[config.mk]
export PLATFORM = sky130hd
export DESIGN_NAME = lbg_codebook_split
export DESIGN_NICKNAME = d
export VERILOG_FILES = /design/src/rtl/lbg_pkg.sv /design/src/rtl/lbg_split_perturb.sv /design/src/rtl/lbg_codebook_split.sv
export SDC_FILE = /design/constraint.sdc
export NUM_CORES = 1
export LEC_CHECK = 0
export CAP_MARGIN = 10
export CORE_MARGIN = 2
export CORE_UTILIZATION = 28
export DETAILED_ROUTE_END_ITERATION = 8
export PLACE_DENSITY_LB_ADDON = 0.3
export SLEW_MARGIN = 15
export SYNTH_ARGS = -nofsm -noshare
export SYNTH_HDL_FRONTEND = slang
export SYNTH_HIERARCHICAL = 1
export SYNTH_SLANG_ARGS = --single-unit
[constraint.sdc]
create_clock -name clk -period 6.5 [get_ports clk]
set_input_delay 0.975 -clock clk [delete_from_list [all_inputs] [get_ports clk]]
set_output_delay 0.975 -clock clk [all_outputs]
set_load 0.03 [all_outputs]
[src/rtl/lbg_pkg.sv]
// Shared LBG types: codebook geometry, split-writer FSM states, word/address types.
// Latency: n/a (declarations only).
// Backpressure: n/a.
package lbg_pkg;

    localparam int MFCC_DIM = 13;   // elements per codeword
    localparam int CW_MAX   = 16;   // largest codebook held in the RAM
    localparam int WORD_W   = 14;   // default codeword element width
    localparam int ADDR_W   = 8;    // default codebook RAM address width

    typedef logic signed [WORD_W-1:0] word_t;
    typedef logic [ADDR_W-1:0]        addr_t;
    typedef logic [2:0]               cw_idx_t;   // source codeword index k (0..CW_MAX/2-1)
    typedef logic [3:0]               dim_idx_t;  // element index d (0..MFCC_DIM-1)

    typedef enum logic [2:0] {
        ST_IDLE,
        ST_RD,
        ST_WP,
        ST_WM,
        ST_DONE
    } state_t;

endpackage

[src/rtl/lbg_split_perturb.sv]
// Split perturbation of one codeword element: y -> {y + y*eps, y - y*eps}, eps = 2^-EPS_SHIFT.
// Latency: combinational.
// Backpressure: none.
// Ports: y (signed element in), y_plus / y_minus (perturbed elements out).
// Option LBG_SPLIT_SAT_EN: saturate results to the DW-bit signed range instead of wrapping.
module lbg_split_perturb
    import lbg_pkg::*;
#(
    parameter int DW        = WORD_W,
    parameter int EPS_SHIFT = 4
) (
    input  logic signed [DW-1:0] y,
    output logic signed [DW-1:0] y_plus,
    output logic signed [DW-1:0] y_minus
);

    // Arithmetic shift keeps the sign, so negative elements round toward -inf.
    logic signed [DW-1:0] eps;
    assign eps = y >>> EPS_SHIFT;

`ifdef LBG_SPLIT_SAT_EN
    localparam logic [DW-1:0] W_MAX = {1'b0, {(DW-1){1'b1}}};
    localparam logic [DW-1:0] W_MIN = {1'b1, {(DW-1){1'b0}}};

    logic signed [DW:0] sum_w;
    logic signed [DW:0] dif_w;

    assign sum_w = {y[DW-1], y} + {eps[DW-1], eps};
    assign dif_w = {y[DW-1], y} - {eps[DW-1], eps};

    // Top two bits disagree exactly when the DW+1 result left the DW-bit range.
    always_comb begin
        y_plus  = sum_w[DW-1:0];
        y_minus = dif_w[DW-1:0];
        if (sum_w[DW] != sum_w[DW-1]) y_plus  = sum_w[DW] ? W_MIN : W_MAX;
        if (dif_w[DW] != dif_w[DW-1]) y_minus = dif_w[DW] ? W_MIN : W_MAX;
    end
`else
    // Wrap mode: the DW-bit sum is the DW+1-bit result with its top bit dropped.
    assign y_plus  = y + eps;
    assign y_minus = y - eps;
`endif

endmodule

[src/rtl/lbg_codebook_split.sv]
// LBG split writer: reads 2^(CNT_FOR-1) codewords, writes 2^CNT_FOR perturbed codewords (y+, y-).
// Latency: one element per 3 cycles; START->FINSH = 3*13*2^(CNT_FOR-1)+2 cycles.
// Backpressure: none; source RAM has fixed 1-cycle read latency, destination accepts every strobe.
// Ports: clk, rst_n (async active-low), START/Clear/CNT_FOR control, FINSH done pulse,
//        SRC_rd_addr/SRC_rd_data source RAM, LBG_SPLIT_wr_addr/_wr_data/_wr_en destination RAM.
// Option LBG_SPLIT_SAT_EN (in lbg_split_perturb): saturating instead of wrapping y+/y-.
module lbg_codebook_split
    import lbg_pkg::*;
#(
    parameter int EPS_SHIFT = 4,
    parameter int DW        = 14,
    parameter int AW        = 8
) (
    input  logic          clk,
    input  logic          rst_n,
    input  logic          START,
    input  logic          Clear,
    input  logic [2:0]    CNT_FOR,
    output logic          FINSH,
    output logic [AW-1:0] SRC_rd_addr,
    input  logic [DW-1:0] SRC_rd_data,
    output logic [AW-1:0] LBG_SPLIT_wr_addr,
    output logic [DW-1:0] LBG_SPLIT_wr_data,
    output logic          LBG_SPLIT_wr_en
);

    state_t          state_q, state_d;
    cw_idx_t         k_q;
    cw_idx_t         last_k_q;
    dim_idx_t        d_q;
    logic [DW-1:0]   y_q;
    logic [AW-1:0]   src_addr_q;
    logic [AW-1:0]   wr_addr_q;
    logic [DW-1:0]   wr_data_q;
    logic            wr_en_q;
    logic            finsh_q;

    logic            cnt_ok;
    cw_idx_t         last_k_d;
    logic            last_elem;
    logic [AW-1:0]   wr_base;
    logic [DW-1:0]   pert_in;
    logic [DW-1:0]   y_plus;
    logic [DW-1:0]   y_minus;

    assign cnt_ok    = (CNT_FOR != 3'd0) && (CNT_FOR <= 3'd4);
    assign last_elem = (k_q == last_k_q) && (d_q == dim_idx_t'(MFCC_DIM - 1));

    // Index of the last source codeword: 2^(CNT_FOR-1) - 1.
    always_comb begin
        last_k_d = 3'd0;
        case (CNT_FOR)
            3'd2:    last_k_d = 3'd1;
            3'd3:    last_k_d = 3'd3;
            3'd4:    last_k_d = 3'd7;
            default: last_k_d = 3'd0;
        endcase
    end

    // Destination codeword 2k starts at 26k; codeword 2k+1 follows 13 words later.
    assign wr_base = AW'(k_q) * AW'(2 * MFCC_DIM) + AW'(d_q);

    // One perturb unit shared: y+ from live RAM data in WP, y- from the held copy in WM.
    assign pert_in = (state_q == ST_WP) ? SRC_rd_data : y_q;

    lbg_split_perturb #(
        .DW        (DW),
        .EPS_SHIFT (EPS_SHIFT)
    ) u_perturb (
        .y       (pert_in),
        .y_plus  (y_plus),
        .y_minus (y_minus)
    );

    always_ff @(posedge clk or negedge rst_n) begin
        if (!rst_n) state_q <= ST_IDLE;
        else        state_q <= state_d;
    end

    always_comb begin
        state_d = state_q;
        if (Clear) begin
            state_d = ST_IDLE;
        end else begin
            case (state_q)
                ST_IDLE: if (START) state_d = cnt_ok ? ST_RD : ST_DONE;
                ST_RD:   state_d = ST_WP;
                ST_WP:   state_d = ST_WM;
                ST_WM:   state_d = last_elem ? ST_DONE : ST_RD;
                ST_DONE: state_d = ST_IDLE;
                default: state_d = ST_IDLE;
            endcase
        end
    end

    always_ff @(posedge clk or negedge rst_n) begin
        if (!rst_n) begin
            k_q        <= '0;
            last_k_q   <= '0;
            d_q        <= '0;
            y_q        <= '0;
            src_addr_q <= '0;
            wr_addr_q  <= '0;
            wr_data_q  <= '0;
            wr_en_q    <= 1'b0;
            finsh_q    <= 1'b0;
        end else if (Clear) begin
            k_q        <= '0;
            last_k_q   <= '0;
            d_q        <= '0;
            y_q        <= '0;
            src_addr_q <= '0;
            wr_addr_q  <= '0;
            wr_data_q  <= '0;
            wr_en_q    <= 1'b0;
            finsh_q    <= 1'b0;
        end else begin
            wr_en_q <= 1'b0;
            finsh_q <= 1'b0;
            case (state_q)
                ST_IDLE: begin
                    // Address is presented during RD so the data lands in WP.
                    if (START && cnt_ok) begin
                        k_q        <= '0;
                        d_q        <= '0;
                        last_k_q   <= last_k_d;
                        src_addr_q <= '0;
                    end
                end
                ST_WP: begin
                    y_q       <= SRC_rd_data;
                    wr_addr_q <= wr_base;
                    wr_data_q <= y_plus;
                    wr_en_q   <= 1'b1;
                end
                ST_WM: begin
                    wr_addr_q  <= wr_base + AW'(MFCC_DIM);
                    wr_data_q  <= y_minus;
                    wr_en_q    <= 1'b1;
                    // Source words are contiguous (k*13+d), so the read address just counts.
                    src_addr_q <= src_addr_q + AW'(1);
                    if (d_q == dim_idx_t'(MFCC_DIM - 1)) begin
                        d_q <= '0;
                        k_q <= k_q + 3'd1;
                    end else begin
                        d_q <= d_q + 4'd1;
                    end
                end
                ST_DONE: finsh_q <= 1'b1;
                default: ;
            endcase
        end
    end

    assign FINSH             = finsh_q;
    assign SRC_rd_addr       = src_addr_q;
    assign LBG_SPLIT_wr_addr = wr_addr_q;
    assign LBG_SPLIT_wr_data = wr_data_q;
    assign LBG_SPLIT_wr_en   = wr_en_q;

endmodule
Word level (Yosys, flattened, before mapping)
Index checks and enable logic that the tools add are counted.
W data, S select, Z words.
{"block": "word_totals", "register_bits": 59, "input_bits": 21, "out_inout_bits": 32, "elab_cells": 74}
{"block": "classes", "add_sub_neg": 7, "n_mul": 1, "magnitude_cmp": 1, "eq_ne": 12, "muxes": 30, "n_reduce_logical": 13}
{"cell": "$mux W14", "n": 3}
{"cell": "$pmux W8 S2", "n": 2}
{"cell": "$mux W3", "n": 10}
{"cell": "$pmux W14 S2", "n": 1}
{"cell": "$mux W8", "n": 3}
{"cell": "$add A14 B10 Y14", "n": 1}
{"cell": "$sub A14 B10 Y14", "n": 1}
{"cell": "$eq A3 B2 Y1 const B", "n": 4}
{"cell": "$mux W4", "n": 3}
{"cell": "$pmux W3 S4", "n": 1}
{"cell": "$ne A3 B3 Y1 const B", "n": 3}
{"cell": "$pmux W3 S3", "n": 1}
{"cell": "$reduce_bool A3 Y1", "n": 3}
{"cell": "$add A8 B1 Y8 const B", "n": 1}
{"cell": "$add A8 B4 Y8", "n": 1}
{"cell": "$add A8 B4 Y8 const B", "n": 1}
{"cell": "$pmux W4 S2", "n": 1}
{"cell": "$mul A3 B4 Y7 const B", "n": 1}
{"cell": "$eq A3 B3 Y1 const B", "n": 2}
{"cell": "$pmux W3 S2", "n": 1}
{"cell": "$add A4 B1 Y4 const B", "n": 1}
{"cell": "$eq A4 B4 Y1 const B", "n": 1}
{"cell": "$mux W1", "n": 4}
{"cell": "$reduce_and A2 Y1", "n": 2}
{"cell": "9 further kinds", "n": 12}

Longest topological paths before layout
Gate-level depths: netlist of run 1.
{"block": "depth", "depth_word": 6, "mapped_depth": 16, "depth_no_buf": 15}

Modules after synthesis
Netlist of run 1, hierarchy kept.
{"mod": "lbg_codebook_split", "n_inst": 1, "cells_each": 304, "area_each_um2": 3163.0, "seq_area_each_um2": 1476.4}
{"mod": "lbg_split_perturb", "n_inst": 1, "cells_each": 160, "area_each_um2": 1191.1, "seq_area_each_um2": 0.0}

Worst setup path after synthesis of run 1
OpenSTA, ideal clock, no wires.
{"block": "synth_path", "path_kind": "register to register", "startpoint": "register state_q[2]", "endpoint": "register wr_data_q[13] (netlist: LBG_SPLIT_wr_data[13])", "setup_time_ns": 0.066, "t_arrival_ns": 3.433, "required_ns": 6.434, "slack_ns": 3.001, "path_stages_with_launch": 15, "n_path_buf": 2, "synth_period_minus_slack_ns": 3.499, "cell_sequence": "dfrtp_1 clkbuf_1 nor3_1 buf_2 mux2_2 inv_1 ha_1 nor2b_1 o21a_1 a311oi_2 o21ai_2 a211o_1 a21oi_2 o221ai_1 nand2_1"}
{"block": "synth_via", "elab_chain_len": 5, "word_cells_on_any_way": 8, "classes_between": "2 x add/sub; 2 x eq/ne; 3 x mux; 1 x reduce/logical"}
{"element": "from (decl)", "line": "lbg_codebook_split.sv:27", "text": "state_t state_q, state_d;"}
{"element": "from (signal assigned)", "line": "lbg_codebook_split.sv:77", "text": "else state_q <= state_d;"}
{"element": "$eq A3 B2 Y1", "line": "lbg_codebook_split.sv:64", "text": "assign pert_in = (state_q == ST_WP) ? SRC_rd_data : y_q;"}
{"element": "$mux W14"}
{"element": "net pert_in[5]", "line": "lbg_codebook_split.sv:42", "text": "logic [DW-1:0] pert_in;"}
{"element": "$sub A14 B10 Y14", "line": "lbg_split_perturb.sv:41", "text": "assign y_minus = y - eps;"}
{"element": "net y_minus[13]", "line": "lbg_codebook_split.sv:44", "text": "logic [DW-1:0] y_minus;"}
{"element": "$pmux W14 S2", "line": "lbg_codebook_split.sv:120", "text": "case (state_q)"}
{"element": "$mux W14", "line": "lbg_codebook_split.sv:107", "text": "end else if (Clear) begin"}
{"element": "to (signal assigned)", "line": "lbg_codebook_split.sv:133", "text": "wr_data_q <= y_plus;"}
{"element": "to (signal assigned)", "line": "lbg_codebook_split.sv:138", "text": "wr_data_q <= y_minus;"}
{"element": "to (decl)", "line": "lbg_codebook_split.sv:34", "text": "logic [DW-1:0] wr_data_q;"}
The timed path passes the listed nets, and every way through them passes these cells.
A chain may end at the register's enable or synchronous reset.

Worst setup path in the final report of run 1
{"block": "layout_path", "startpoint": "register state_q[1]", "endpoint": "register wr_data_q[12] (netlist: LBG_SPLIT_wr_data[12])"}
Same word-level chain as after synthesis.

==> results of run 1 <==
-- flip-flops by register name, indices dropped and copies added, names as in the netlist, 3 cells and up --
| name | flops |
|---|---|
| LBG_SPLIT_wr_data | 14 |
| y_q | 14 |
| LBG_SPLIT_wr_addr | 8 |
| SRC_rd_addr | 8 |
| d_q | 4 |
| k_q | 3 |
| last_k_q | 3 |
| state_q | 3 |
-- synthesized netlist by cell type (5+ instances only) --
cell      instances  area share, %
a21oi_1          21            2.4
a22o_1            6            1.2
clkbuf_1         11           0.95
dfrtp_1          59             34
ha_1             40             11
inv_1            34            2.9
mux2_2           10            2.6
nand2_1          44            3.8
nand2b_1          8            1.1
nand3_1           8           0.92
nor2_1           28            2.4
nor2b_1          23            3.3
nor3_1            7           0.80
o21ai_0          11            1.3
o21bai_1          5           0.86
o221ai_1         15            3.0
xnor2_1          27            5.4
xor2_1           17            3.4
-- logic make-up after synthesis --
| group | count (synthesis) | synth area share [%] |
|---|---|---|
| AND/OR/NAND/NOR | 143 | 17.1 |
| AO/OA/AOI/OAI | 101 | 17.2 |
| flip-flops | 59 | 33.9 |
| buffers and inverters | 58 | 5.69 |
| XOR/XNOR | 44 | 8.85 |
| adder cells (fa/ha/maj) | 44 | 13.3 |
| multiplexers | 15 | 3.85 |
-- layout make-up --
class | count | area, um^2
flip-flops and latches | 59 | 1480
inverters | 36 | 135
fillers | 1545 | 9820
multi-input cells | 347 | 2640
clock buffers | 12 | 246
clock inverters | 4 | 97.6
well taps | 188 | 235
repair buffers | 58 | 561
-- where the power goes --
| part | total [uW] | leakage, uW | switching [uW] | internal, uW |
|---|---|---|---|---|
| registers | 395 | 0.000818 | 12.2 | 383 |
| logic | 404 | 0.00147 | 231 | 173 |
| clock network | 559 | 0.000163 | 174 | 385 |
-- stage by stage --
stage               area (um^2)  total power, uW  setup slack, ns
floorplan                  4350              710             3.00
global placement           5040              799             2.74
detailed placement         5040              801             2.66
CTS                        5390             1370             2.67
global route               5390             1430             2.45
finish                     5390             1360             2.68
-- final timing paths --
kind	startpoint	endpoint
worst min register to register	LBG_SPLIT_wr_data[2]	LBG_SPLIT_wr_data[2]
max in group asynchronous	rst_n	SRC_rd_addr[7]
worst min-delay path	LBG_SPLIT_wr_data[2]	LBG_SPLIT_wr_data[2]
min in group asynchronous	rst_n	LBG_SPLIT_wr_addr[6]
worst max-delay path	state_q[1]	LBG_SPLIT_wr_data[12]
worst max register to register	state_q[1]	LBG_SPLIT_wr_data[12]
-- layer usage --
| layer | vias up | GRT usage [%] | share of wire [%] |
|---|---|---|---|
| met5 | - | 0 | 0 |
| met4 | 0 | 5.50 | 1.7 |
| met3 | 11 | 2.45 | 3.6 |
| met2 | 61 | 22.4 | 47 |
| met1 | 1693 | 17.2 | 47 |
| li1 | 1708 | - | - |
-- worst max-delay path, cell delays in order (launching register included) --
cell	delay, ns
dfrtp_1	0.51
inv_1	0.12
nor3_2	0.35
buf_4	0.29
mux2_2	0.38
inv_1	0.06
ha_1	0.17
inv_1	0.06
fa_1	0.41
a21o_1	0.21
a21oi_2	0.22
o211ai_2	0.13
and3_1	0.20
a221oi_2	0.24
xnor2_1	0.09
o221ai_1	0.17
nand2_1	0.07
==> run metrics, run 1 <==
total negative setup slack 0 ns; antenna cells 0; Worst Hold Class reg2reg; DR pass1 iterations 4; Peak VDD IR 0.000128 V; RSZ-0062 raised after global routing false; I/O Buffers 52; Antenna Nets Post-Route 0; total grt overflow 0; commonest cells after routing, fill and taps aside dfrtp_1 (59), clkdlybuf4s50_1 (51), nand2_1 (44); share of layout cells above drive strength 1 10.1%; Die Width 129 um; CTS HTree Levels 3; WP data arrival 4.03 ns; vias in the first global route 3397; row count 45; Total GRT Usage 13.4%; final hold vios 0; worst hold stages 2; max frequency 262 MHz; Clock Latency Late Sink 0.34 ns; Initial Utilization 28.6%; I/O pin count 53; Post-synth EDFFs 0; Setup Skew 0.00737 ns; Area Growth Syn to Fin 23.7%; Synth Instances 464; Clock transition at path regs 0.05 ns; Yosys cell types 67; r2r setup slk 2.68 ns; Setup Buffers After CTS 0; CTS tree built; Yosys warnings 6; most common cell after layout, fill and taps aside dfrtp_1; # setup viols final 0; largest net degree at the start of global routing 60; CTS buffer count 9; share of flip-flops with an asynchronous set or reset 100%; Reg2Reg Depth 16; hold_buf cts 0; die height 129 um; fin util 35.4%; status completed; clock sinks 59; Max Slew Vio Count 0; critical path required time 6.72 ns; via count 3473; Core ar. 15200 um^2; die area 16600 um^2; final wirelength 10.6 mm; post-synthesis cell area 4350 um^2; sequential fraction of the synthesis area 33.9%; Nets 576; Slew HR 47.9%; Syn Nets 529; main flop type after synthesis dfrtp_1; flops & latches, synth 59; power per cell area 252 nW/um^2; Initial DRC Count 226; gpl congestion 0.867; average cell area after synthesis 9.38 um^2; CTS Root Cell clkbuf_16; Max Cap Viol 0; Via density 4.93; startpoint types flip-flop; DR DRC count 0; antenna violations before repair 0; ratio of final minimum period to clock period 58.7%; Inst Count DP 688; first-pass GRT wire length 17.5 mm; drt wl/cell 15.0 um; CP max FO 11; # resized after CTS 0; Non-Filler Instances 704; P_leak 0.00245 uW; crit end category flip-flop; CP Class reg2reg; actual slew at the worst max-slew pin 0.782 ns; post-layout minimum cycle time 3.82 ns; HPWL after DPL 7.74 mm; hold_ws 0.476 ns; CTS Buffer Depth 2
(Power assumes the default switching activity.)
==> inputs of run 2 (changes only) <==
==> constraint.sdc (replaced) <==
create_clock -name clk -period 3.1 [get_ports clk]
set_input_delay 0.465 -clock clk [delete_from_list [all_inputs] [get_ports clk]]
set_output_delay 0.465 -clock clk [all_outputs]
set_load 0.03 [all_outputs]
==> run metrics, run 2 (synthesized netlist as in run 1, its figures left out) <==
status completed; Reg2Reg Depth 15 (-1); die height 129 um (unchanged); # fillers 1510 (-2.3%); startpoint types flip-flop; Die Width 129 um (unchanged); DR DRC count 0 (unchanged); Max Slew Vio Count 0 (unchanged); Max Cap Viol 0 (unchanged); vias in the first global route 3688 (+8.6%); fin util 39.4% (+3.9 points); Worst R2R Start state_q[1]; worst setup path endpoint LBG_SPLIT_wr_data[12]; CP max FO 3 (-8); largest net degree at the start of global routing 30 (-50%); DR pass1 iterations 4 (unchanged); r2r setup slk 0.03 ns (-2.65 ns); Initial Utilization 28.6% (unchanged); I/O pin count 53 (unchanged); antenna cells 0 (unchanged); Pint 2220 uW (+140%); CP Class reg2reg; final hold vios 0 (unchanged); CTS HTree Levels 3 (unchanged); Clock transition at path regs 0.05 ns (about the same); Clock Latency Late Sink 0.34 ns (about the same); WP data arrival 3.29 ns (-0.74 ns); via count 3688 (+6.2%); Nets 623 (+8.2%); Via density 4.91 (-0.46%); CTS Root Cell clkbuf_16; power per cell area 527 nW/um^2 (+110%); Slew HR 48.3% (+0.38 points); antenna violations before repair 0 (unchanged); Design Power 3150 uW (+130%); max frequency 326 MHz (+24%); Setup Skew 0.00533 ns (-0.00204 ns); drt wl/cell 15.5 um (+3.2%); RR Endpoint LBG_SPLIT_wr_data[12]; hold_buf cts 0 (unchanged); share of layout cells above drive strength 1 24.0% (+14 points); ratio of final minimum period to clock period 99.0% (+40 points); row count 45 (unchanged); sequential share of power 26.1% (-3.0 points); CTS buffer count 9 (unchanged); RSZ-0062 raised after global routing true; Total GRT Usage 14.4% (+0.96 points); Area Growth Syn to Fin 37.5%; I/O Buffers 52 (unchanged); Core ar. 15200 um^2 (unchanged); critical path required time 3.32 ns (-3.40 ns); Worst Hold Class in2async; final wirelength 11.6 mm (+10%); Clock Power Share 38.6% (-2.6 points); # setup viols final 0 (unchanged); sw frac 29.7% (-1.0 points); CTS tree built; post-layout minimum cycle time 3.07 ns (-0.748 ns); Final Worst Setup Slack 0.0302 ns (-2.65 ns); Logic pwr share 35.3% (+5.5 points); crit end category flip-flop; total negative setup slack 0 ns (unchanged); HPWL after DPL 8.42 mm (+8.8%); first-pass GRT wire length 18.8 mm (+7.1%); clock sinks 59 (unchanged); most common cell after layout, fill and taps aside dfrtp_1; CP Launch Point state_q[1]; commonest cells after routing, fill and taps aside dfrtp_1 (59), clkdlybuf4s50_1 (51), buf_4 (49); Peak VDD IR 0.000290 V (+130%); Initial DRC Count 177 (-22%); NetSw 936 uW (+120%); actual slew at the worst max-slew pin 0.773 ns (-0.00862 ns); CTS Buffer Depth 2 (unchanged); total grt overflow 0 (unchanged); P_leak 0.00273 uW (+11%); gpl congestion 0.825 (-4.9%); Antenna Nets Post-Route 0 (unchanged); die area 16600 um^2 (unchanged); pre-CTS WS -0.125 ns (-2.78 ns)
[run 2: final cells by class]
cell class	instances	area, um^2	area share [%]
clock inverter	5	125	2.09
tap	188	235	3.93
multi-input combinational	347	2850	47.6
inverter	36	138	2.30
sequential	59	1480	24.7
clock buffer	11	233	3.89
timing repair buffer	105	928	15.5
[run 2: through the flow]
stage / hold WS, ns / cells / cell area [um^2]
2_1_floorplan: 0.169 / 464 / 4370
3_3_place_gp: 0.406 / 726 / 5330
3_5_place_dp: 0.402 / 726 / 5330
4_1_cts: 0.0429 / 746 / 5800
5_1_grt: 0.0574 / 751 / 5990
6_report: 0.0349 / 751 / 5990
[run 2: routing by layer]
metal	vias to the layer above	wire (um)	part of all wire, %	GRT usage [%]
met2	69	5780	50	24.3
met5	-	0	0	0
met1	1800	5310	46	18.2
met3	10	380	3.3	3.70
met4	0	164	1.4	3.96
li1	1809	-	-	-
[run 2: what timing repair did]
item | 4_1_cts | 5_1_grt
pin swaps | 7 | 16
gates resized for setup | 18 | 38
endpoints found under the setup margin | 7 | 8
setup buffers | 4 | 5
[run 2: worst min path at each step]
stage | cells after the start | end | start
floorplan | 0 | FINSH | rst_n
detailed placement | 1 | LBG_SPLIT_wr_addr[6] | rst_n
finish | 1 | LBG_SPLIT_wr_addr[6] | rst_n
global placement | 1 | LBG_SPLIT_wr_data[0] | rst_n
CTS | 1 | LBG_SPLIT_wr_addr[6] | rst_n
global route | 1 | LBG_SPLIT_wr_addr[6] | rst_n
[run 2: worst max-delay path: stages, from the launching register on]
cell	delay, ns
dfrtp_1	0.35
inv_2	0.05
nor3_4	0.31
mux2_4	0.34
inv_1	0.06
ha_1	0.16
inv_1	0.06
fa_2	0.34
a21o_1	0.19
a21oi_2	0.18
o211ai_2	0.12
and3_4	0.19
a221oi_2	0.23
xnor2_1	0.10
o221ai_1	0.17
nand2_1	0.07
[run 2: power by group through the flow]
stage	Sequential, uW	Combinational (uW)	Clock, uW
global route	828	1200	1290
finish	824	1110	1220
global placement	836	960	0
CTS	824	1020	1250
detailed placement	837	967	0
floorplan	854	639	0
==> inputs of run 3 (changes only) <==
--- a/config.mk
+++ b/config.mk
@@ -9,7 +9,9 @@
 export CORE_MARGIN = 2
 export CORE_UTILIZATION = 28
 export DETAILED_ROUTE_END_ITERATION = 8
+export DONT_BUFFER_PORTS = 1
 export PLACE_DENSITY_LB_ADDON = 0.3
+export REMOVE_ABC_BUFFERS = 1
 export SLEW_MARGIN = 15
 export SYNTH_ARGS = -nofsm -noshare
 export SYNTH_HDL_FRONTEND = slang
==> run metrics, run 3 (synthesized netlist as in run 1, its figures left out) <==
Reg2Reg Depth 14 (-1); # setup viols final 0 (unchanged); Clock transition at path regs 0.05 ns (about the same); max frequency 330 MHz (+1.3%); Worst R2R Start state_q[2]; RSZ-0062 raised after global routing true; Die Width 129 um (unchanged); antenna violations before repair 0 (unchanged); clock sinks 59 (unchanged); CP max FO 4 (+1); gpl congestion 0.840 (+1.9%); CTS HTree Levels 3 (unchanged); row count 45 (unchanged); Via density 4.89 (-0.32%); Antenna Nets Post-Route 0 (unchanged); Clock Latency Late Sink 0.34 ns (about the same); drt wl/cell 15.9 um (+3.0%); die area 16600 um^2 (unchanged); status completed; power per cell area 546 nW/um^2 (+3.7%); die height 129 um (unchanged); I/O pin count 53 (unchanged); Max Cap Viol 0 (unchanged); final hold vios 0 (unchanged); share of layout cells above drive strength 1 23.1% (-0.84 points); first-pass GRT wire length 17.7 mm (-5.5%); post-layout minimum cycle time 3.03 ns (-0.0389 ns); r2r setup slk 0.07 ns (+0.04 ns); Nets 557 (-11%); Initial DRC Count 162 (-8.5%); via count 3353 (-9.1%); critical path required time 3.38 ns (+0.06 ns); HPWL after DPL 7.87 mm (-6.4%); CTS tree built; fin util 35.3% (-4.1 points); final wirelength 10.9 mm (-6.1%); ratio of final minimum period to clock period 97.8% (-1.3 points); most common cell after layout, fill and taps aside dfrtp_1; Slew HR 63.0% (+15 points); startpoint types flip-flop; Initial Utilization 28.6% (unchanged); P_leak 0.00245 uW (-10%); CTS Root Cell clkbuf_16; fin area 5360 um^2 (-10%); Non-Filler Instances 685 (-8.8%); DR pass1 iterations 4 (unchanged); crit end category flip-flop; DP Area 4720 um^2 (-11%); Area Growth Syn to Fin 23.1%; Total GRT Usage 13.7% (-0.65 points); actual slew at the worst max-slew pin 0.553 ns (-0.221 ns); antenna cells 0 (unchanged); RR Endpoint LBG_SPLIT_wr_data[12]; CTS Buffer Depth 2 (unchanged); DR DRC count 0 (unchanged); Max Slew Vio Count 0 (unchanged); Peak VDD IR 0.000346 V (+20%); Setup Skew 0.00772 ns (+0.00239 ns); vias in the first global route 3480 (-5.6%); commonest cells after routing, fill and taps aside dfrtp_1 (59), nand2_1 (44), buf_4 (35); CTS buffer count 9 (unchanged); Worst Hold Class in2async; WP data arrival 3.31 ns (+0.02 ns); CP Class reg2reg; largest net degree at the start of global routing 60 (+100%); Inst Count DP 662 (-8.8%); total grt overflow 0 (unchanged); Core ar. 15200 um^2 (unchanged); I/O Buffers 0 (-100%); total negative setup slack 0 ns (unchanged)
[run 3: cell type report]
type / count / area, um^2
repair buffers: 39 / 324
multi-input cells: 347 / 2860
fillers: 1516 / 9840
flip-flops and latches: 59 / 1480
well taps: 188 / 235
inverters: 36 / 138
clock inverters: 4 / 72.6
clock buffers: 12 / 256
[run 3: routing by layer]
layer  share of wire [%]  wire (um)  up-vias  global-route usage, %
met4                 1.4        155        0                   4.35
met1                  43       4710     1618                   16.2
met2                  52       5640       53                   23.5
met5                   0          0        -                      0
li1                    -          -     1672                      -
met3                 3.8        418       10                   4.78
[run 3: critical path, cell delays in order (launching register included)]
cell      delay [ns]
dfrtp_1         0.41
nor3_4          0.32
buf_6           0.16
mux2_4          0.34
ha_4            0.17
inv_2           0.05
fa_2            0.22
nor2_2          0.06
o311a_1         0.30
o211a_1         0.25
nor2_4          0.15
o31a_1          0.15
xor2_1          0.17
o221ai_1        0.13
nand2_1         0.09
[run 3: repair_timing]
action	in CTS	in global routing
pin swaps	0	25
resized for setup	1	51
hold buffers	1	0
hold endpoints to repair	59	0
setup buffers	0	6
endpoints found under the setup margin	3	9
[run 3: how the worst max path moves through the flow]
stage	startpoint	endpoint	cells past startpoint
2_1_floorplan	state_q[0]	LBG_SPLIT_wr_data[12]	14
3_3_place_gp	state_q[2]	LBG_SPLIT_wr_data[12]	14
3_5_place_dp	state_q[2]	LBG_SPLIT_wr_data[13]	13
4_1_cts	state_q[2]	LBG_SPLIT_wr_data[13]	13
5_1_grt	state_q[2]	LBG_SPLIT_wr_data[12]	14
6_report	state_q[2]	LBG_SPLIT_wr_data[12]	14
[run 3: per-stage QoR]
| step | power [uW] | setup WS [ns] | hold WS [ns] |
|---|---|---|---|
| 5_1_grt | 3080 | -0.0786 | 0.0115 |
| 2_1_floorplan | 1460 | -1.01 | 0.169 |
| 4_1_cts | 2830 | 0.00762 | 0.00112 |
| 3_3_place_gp | 1670 | 0.0410 | 0.171 |
| 3_5_place_dp | 1680 | -0.0109 | 0.171 |
| 6_report | 2930 | 0.0691 | 0.00550 |
[run 3: power breakdown]
group / leakage, uW / total (uW) / switching (uW) / internal, uW
Clock: 0.000159 / 1110 / 361 / 746
Sequential: 0.000818 / 850 / 48.1 / 802
Combinational: 0.00147 / 969 / 489 / 480
Total: 0.00245 / 2930 / 898 / 2030
